<file path="src/rtl/dp_ctrl_pkg.sv">
// dp_ctrl_pkg: shared FSM states, ALU encodings and width defaults for the datapath controller
package dp_ctrl_pkg;
    localparam int DEF_ADDR_WIDTH = 3;
    localparam int DEF_ITER_WIDTH = 4;
    localparam logic [1:0] ALU_ADD = 2'd0;
    localparam logic [1:0] ALU_SUB = 2'd1;
    localparam logic [1:0] ALU_AND = 2'd2;
    localparam logic [1:0] ALU_OR  = 2'd3;
    typedef enum logic [2:0] {
        S_IDLE,
        S_LOAD_A,
        S_LOAD_B,
        S_EXEC,
        S_DONE
    } state_t;
endpackage

</file>
<file path="src/rtl/dp_controller.sv">
// dp_controller: sequences operand loads, repeated ALU passes and completion for the register-file datapath
module dp_controller
    import dp_ctrl_pkg::*;
#(
    parameter int ADDR_WIDTH = DEF_ADDR_WIDTH,
    parameter int ITER_WIDTH = DEF_ITER_WIDTH
) (
    input  logic                  CLK,
    input  logic                  RST_N,
    input  logic                  start,
    input  logic [1:0]            op,
    input  logic                  shf,
    input  logic [ADDR_WIDTH-1:0] addr_a,
    input  logic [ADDR_WIDTH-1:0] addr_b,
    input  logic [ADDR_WIDTH-1:0] addr_d,
    input  logic [ITER_WIDTH-1:0] iter,
    input  logic                  in_valid,
    output logic                  in_ready,
    output logic                  IE,
    output logic                  WE,
    output logic                  REA,
    output logic                  REB,
    output logic                  shift_en,
    output logic                  OE,
    output logic [ADDR_WIDTH-1:0] WA,
    output logic [ADDR_WIDTH-1:0] RAA,
    output logic [ADDR_WIDTH-1:0] RAB,
    output logic [1:0]            alu_op,
    output logic                  busy,
    output logic                  done
);
    state_t                state_q, state_d;
    logic [1:0]            op_q, op_d;
    logic                  shf_q, shf_d;
    logic [ADDR_WIDTH-1:0] a_q, a_d, b_q, b_d, d_q, d_d;
    logic [ITER_WIDTH-1:0] iter_q, iter_d, cnt_q, cnt_d;

    // State, latched transaction fields and pass counter
    always_ff @(posedge CLK or negedge RST_N) begin
        if (!RST_N) begin
            state_q <= S_IDLE;
            op_q    <= '0;
            shf_q   <= 1'b0;
            a_q     <= '0;
            b_q     <= '0;
            d_q     <= '0;
            iter_q  <= '0;
            cnt_q   <= '0;
        end else begin
            state_q <= state_d;
            op_q    <= op_d;
            shf_q   <= shf_d;
            a_q     <= a_d;
            b_q     <= b_d;
            d_q     <= d_d;
            iter_q  <= iter_d;
            cnt_q   <= cnt_d;
        end
    end

    // Next state and control strobes; the first EXEC pass is the one where the counter still equals iter
    always_comb begin
        state_d  = state_q;
        op_d     = op_q;
        shf_d    = shf_q;
        a_d      = a_q;
        b_d      = b_q;
        d_d      = d_q;
        iter_d   = iter_q;
        cnt_d    = cnt_q;
        in_ready = 1'b0;
        IE       = 1'b0;
        WE       = 1'b0;
        REA      = 1'b0;
        REB      = 1'b0;
        shift_en = 1'b0;
        OE       = 1'b0;
        WA       = '0;
        RAA      = '0;
        RAB      = '0;
        alu_op   = '0;
        done     = 1'b0;
        unique case (state_q)
            S_IDLE: begin
                if (start) begin
                    op_d    = op;
                    shf_d   = shf;
                    a_d     = addr_a;
                    b_d     = addr_b;
                    d_d     = addr_d;
                    iter_d  = iter;
                    cnt_d   = iter;
                    state_d = S_LOAD_A;
                end
            end
            S_LOAD_A, S_LOAD_B: begin
                in_ready = 1'b1;
                IE       = 1'b1;
                WE       = in_valid;
                WA       = state_q == S_LOAD_A ? a_q : b_q;
                if (in_valid) state_d = state_q == S_LOAD_A ? S_LOAD_B : S_EXEC;
            end
            S_EXEC: begin
                REA      = 1'b1;
                REB      = 1'b1;
                RAA      = cnt_q == iter_q ? a_q : d_q;
                RAB      = b_q;
                alu_op   = op_q;
                shift_en = shf_q;
                WE       = 1'b1;
                WA       = d_q;
                OE       = 1'b1;
                if (cnt_q == '0) state_d = S_DONE;
                else cnt_d = cnt_q - 1'b1;
            end
            S_DONE: begin
                done    = 1'b1;
                state_d = S_IDLE;
            end
            default: state_d = S_IDLE;
        endcase
    end

    assign busy = state_q != S_IDLE;
endmodule

</file>
<file path="config.mk">
export PLATFORM = sky130hd
export DESIGN_NAME = dp_controller
export DESIGN_NICKNAME = d
export VERILOG_FILES = /design/src/rtl/dp_ctrl_pkg.sv /design/src/rtl/dp_controller.sv
export SDC_FILE = /design/constraint.sdc
export NUM_CORES = 1
export LEC_CHECK = 0
export ABC_AREA = 0
export ABC_CLOCK_PERIOD_IN_PS = 2500
export BUFFER_PORTS_ARGS = -buffer_cell sky130_fd_sc_hd__clkbuf_2
export CORE_ASPECT_RATIO = 1.25
export CORE_MARGIN = 4
export CORE_UTILIZATION = 40
export DETAILED_ROUTE_END_ITERATION = 10
export SYNTH_ARGS = -nofsm -noshare
export SYNTH_HDL_FRONTEND = slang
export SYNTH_SLANG_ARGS = --single-unit
</file>
<file path="constraint.sdc">
create_clock -name CLK -period 2.5 [get_ports CLK]
set_input_delay 0.25 -clock CLK [delete_from_list [all_inputs] [get_ports CLK]]
set_output_delay 0.25 -clock CLK [all_outputs]
set_load 0.02 [all_outputs]
</file>
# Yosys cells after proc, flatten, opt, wreduce, memory -nomap -nowiden
# Cells that the tools add are included.
dict set report op_classes {
  add_sub_neg 1
  n_eq_ne 9
  n_mux 19
  n_reduce_logical 8
}
# operator count
set ops {}
lappend ops {{3-bit two-way mux} 7}
lappend ops {{3-bit one-hot mux with 3 select lines} 1}
lappend ops {{4-bit two-way mux} 2}
lappend ops {{2-bit inequality test, second input constant} 4}
lappend ops {{4-bit one-hot mux with 2 select lines} 1}
lappend ops {{3-bit by 2-bit == test with 1-bit output, second input constant} 2}
lappend ops {{3-bit one-hot mux with 2 select lines} 1}
lappend ops {{3-bit AND reduction} 2}
lappend ops {{1-bit two-way mux} 5}
lappend ops {{4-bit == test} 1}
lappend ops {{4-bit logical NOT} 1}
lappend ops {{4-bit by 1-bit subtractor with 4-bit output, second input constant} 1}
lappend ops {{3-bit by 1-bit == test with 1-bit output, second input constant} 1}
lappend ops {{3-bit == test, second input constant} 1}
lappend ops {{3-bit logical NOT} 1}
lappend ops {{3-bit nonzero test} 1}
lappend ops {{2-bit two-way mux} 1}
lappend ops {{1-bit one-hot mux with 2 select lines} 1}
lappend ops {{2-bit AND reduction} 1}
lappend ops {{2-bit nonzero test} 1}
lappend ops {{2-bit OR reduction} 1}
dict set report word_totals {
  ff_bits 23
  in_bits 20
  out_inout_bits 20
  elab_cells 45
}

# Longest topological paths before layout
dict set report logic_depth {
  ltp_word 4
  ltp_mapped 7
  depth_no_buf 5
}

# Worst setup path after synthesis
# OpenSTA, ideal clock, no wires.
dict set report synth_path {
  kind {register to output}
  startpoint {register state_q[2]}
  endpoint {output RAA[1]}
  arrival_ps 1578
  required_ps 2250
  slack_ps 672
  stages_incl_launch_ff 8
  n_path_buf 3
  cell_sequence {dfrtp_1 buf_4 nand3b_1 inv_1 buf_4 buf_2 nand2_1 mux2i_1}
}
dict set report synth_via {
  elab_chain_len 2
}
# item line_no
set synth_lines {}
lappend synth_lines {{start, declared} dp_controller.sv:32} ;# state_t state_q, state_d;
lappend synth_lines {{start signal, assigned} dp_controller.sv:50} ;# state_q <= state_d;
lappend synth_lines {{3-bit by 2-bit == test with 1-bit output} dp_controller.sv:83} ;# unique case (state_q)
lappend synth_lines {{3-bit two-way mux} dp_controller.sv:83}
lappend synth_lines {{end, declared} dp_controller.sv:26} ;# output logic [ADDR_WIDTH-1:0] RAA,
# No other way between the ends.

# Worst setup path after layout
dict set report layout_path {
  startpoint {register state_q[0]}
  endpoint {output RAA[2]}
}
# Same word-level chain as after synthesis.

==> results.cfg <==
[yosys]
syn_area_per_cell_um2 = 8.70
synth_mux_area_share_pct = 5.69
async_flop_share_pct = 100
synth_fp_nets = 170
synth_cells = 149
ys.warnings.count = 0
synth-xor-area-share_pct = 4.73
synth_compound_area_share_pct = 9.17
synth_top_flop_cell = dfrtp_1
synth-edff-count = 0
ys_ff_latch = 23
synthAdderAreaFrac_pct = 0.965
synth_area_um2 = 1300
synth_seq_area_share_pct = 44.4
synth_top_family_by_area = simple AND/OR/NAND/NOR gates
synth.distinct_cells = 31
yosys.area_share.simple_pct = 28.2

[sta]
relSlewSlack_pct = 53.6
final_hold_viol_count = 0
grt_setup_unrepaired = false
setup_viol = 0
setup-tns-final_ns = 0
worst_pin_slew_ns = 0.692
fin_crit_ns = 2.24
hold_ws_ns = 0.127
timing.final.crit_share_pct = 89.7
slew_viol_final = 0
max_freq_mhz = 446
fin_ws_ns = 0.258
finClkSkew_ns = 0.000995

[die]
die_area_um2 = 4220
rows = 22
io_pins = 40
die_h_um = 71.6
initial_core_util_pct = 42.8
die_x_um = 58.9
design.core.area_um2 = 3030

[placed_design]
pre_cts_ws_ns = 0.495
placed_area_um2 = 1470
gp_congestion = 0.734
port-buffer-count = 39
dp.cells = 213
place_hpwl_um = 2140

[pwr]
leakagePower_nw = 0.794
p_per_area_nw_per_um2 = 1350
worst_ir_drop_vdd_mv = 0.624
total_power_mw = 2.03

[status]
status = finished clean

[clock_tree]
cts_tree = built
cts_sinks = 23
numCtsBuffers = 3
h-tree-depth = 1
cts_buffer_depth = 2
clkTransAtPathRegs_ns = 0.13
clk_latency_ns = 0.30
postCtsSetupBuffers = 0
root_buffer = clkbuf_4

[layout]
final_cell_mix = nand2_1 (55), clkbuf_2 (39), dfrtp_1 (23)
finish.utilization_pct = 49.9
fill_cells = 307
fin_nets = 204
multi_input_area_um2 = 632
num_antenna_cells = 0
mostFrequentLayoutCell = nand2_1
ff_latch_area_um2 = 576
areaGrowthSynthToFinish_pct = 16.5
final_cell_count_no_fill = 218
design_area_um2 = 1510
drive_gt1_share_pct = 26.9

[drt]
vias_per_cell = 4.91
drtAntennaViolNets = 0
drt-total-wl_um = 2930
firstDrtPassIters = 4
drc = 0
wl_per_cell_um = 13.4
vias = 1071
drt_iter0_markers = 31

[flow_run]
maxCapViolations = 0

[setup_path]
worstPathArrival_ns = 1.99
worstSetupStartpointType = register
crit_buf_inv = 2
critPathCaptureType = primary output
regToRegSetupSlack_ns = 0.54
slowest_delay_ns = 0.67
path_class = reg -> out
crit_chain = nand3b_1, clkinvlp_4, nand2_1, mux2i_1, clkbuf_2
cp.required_ns = 2.25
critPathMaxFanout = 22
slowest_stage = dfrtp_1
cp_top_family = flip-flops

[grt]
grt_pass1_vias = 1079
grt_max_degree = 24
overflow = 0
grt_pass1_wl_um = 4830
grt_util_all_layers_pct = 14.7
antenna_found_initial = 0

[worst_hold_path]
min_path_type = in -> reg
## path summary, 6_finish.rpt
kind                            startpoint   endpoint  cells past startpoint
worst max-delay path            state_q[0]     RAA[2]                      5
worst min-delay path                   shf      shf_q                      3
worst max register to register  state_q[0]   cnt_q[1]                      2
worst min register to register       shf_q      shf_q                      2
max in group asynchronous            RST_N     a_q[0]                      2
min in group asynchronous            RST_N  iter_q[3]                      2
## where the power goes
part           switching, mW  internal, mW
registers              0.192         0.540
clock network          0.111        0.0622
logic                  0.684         0.446
## metal layers
metal	share of wire (%)	wire, um	global-route usage (%)	vias to the layer above
met4	0.65	19	4.53	0
met1	42	1230	17.4	496
met5	0	0	0	-
met2	53	1550	26.7	21
li1	-	-	-	552
met3	4.3	126	2.16	2
## cell families (layout without fill, tap and decap cells)
family | count (synthesis) | after routing
fa+ha+maj | 1 | 1
simple gates | 78 | 78
buf+inv | 16 | 49
xor+xnor | 7 | 7
compound gates | 17 | 17
mux | 7 | 7
flops | 23 | 23
## synth_stat cells (all sizes together) (2+ instances only)
cell type / n / area, um2
xor2: 5 / 43.8
nor2b: 2 / 12.5
mux2: 3 / 33.8
dfrtp: 23 / 576
a21oi: 3 / 15.0
a21o: 2 / 15.0
nand2: 55 / 206
a22oi: 3 / 22.5
buf: 11 / 70.1
nor2: 6 / 22.5
a211oi: 4 / 30.0
mux2i: 4 / 40.0
o21ai: 2 / 10.0
and2: 6 / 37.5
xnor2: 2 / 17.5
inv: 4 / 15.0
## final cells by class
type,count,share of cell area (%)
clock buffer,4,1.74
inverter,4,1.24
multi-input combinational,110,41.8
sequential,23,38.1
tap,36,2.98
timing repair buffer,41,14.1
## registers in the layout, summed over array words and instances, names as in the netlist
signal   count
cnt_q        4
iter_q       4
a_q          3
b_q          3
d_q          3
state_q      3
op_q         2
shf_q        1
## worst min-delay path, stage by stage
cell and delay, ns:
clkbuf_2 0.07, nand2_1 0.04, nand2_1 0.05
## repair_timing
| item | CTS | global route |
|---|---|---|
| endpoints found under the setup margin | 0 | 3 |
| resized for setup | 0 | 1 |
| endpoints found under the hold margin | 23 | 0 |
| hold buffers | 1 | 0 |
No activity file was read; power rests on OpenSTA's default activity.
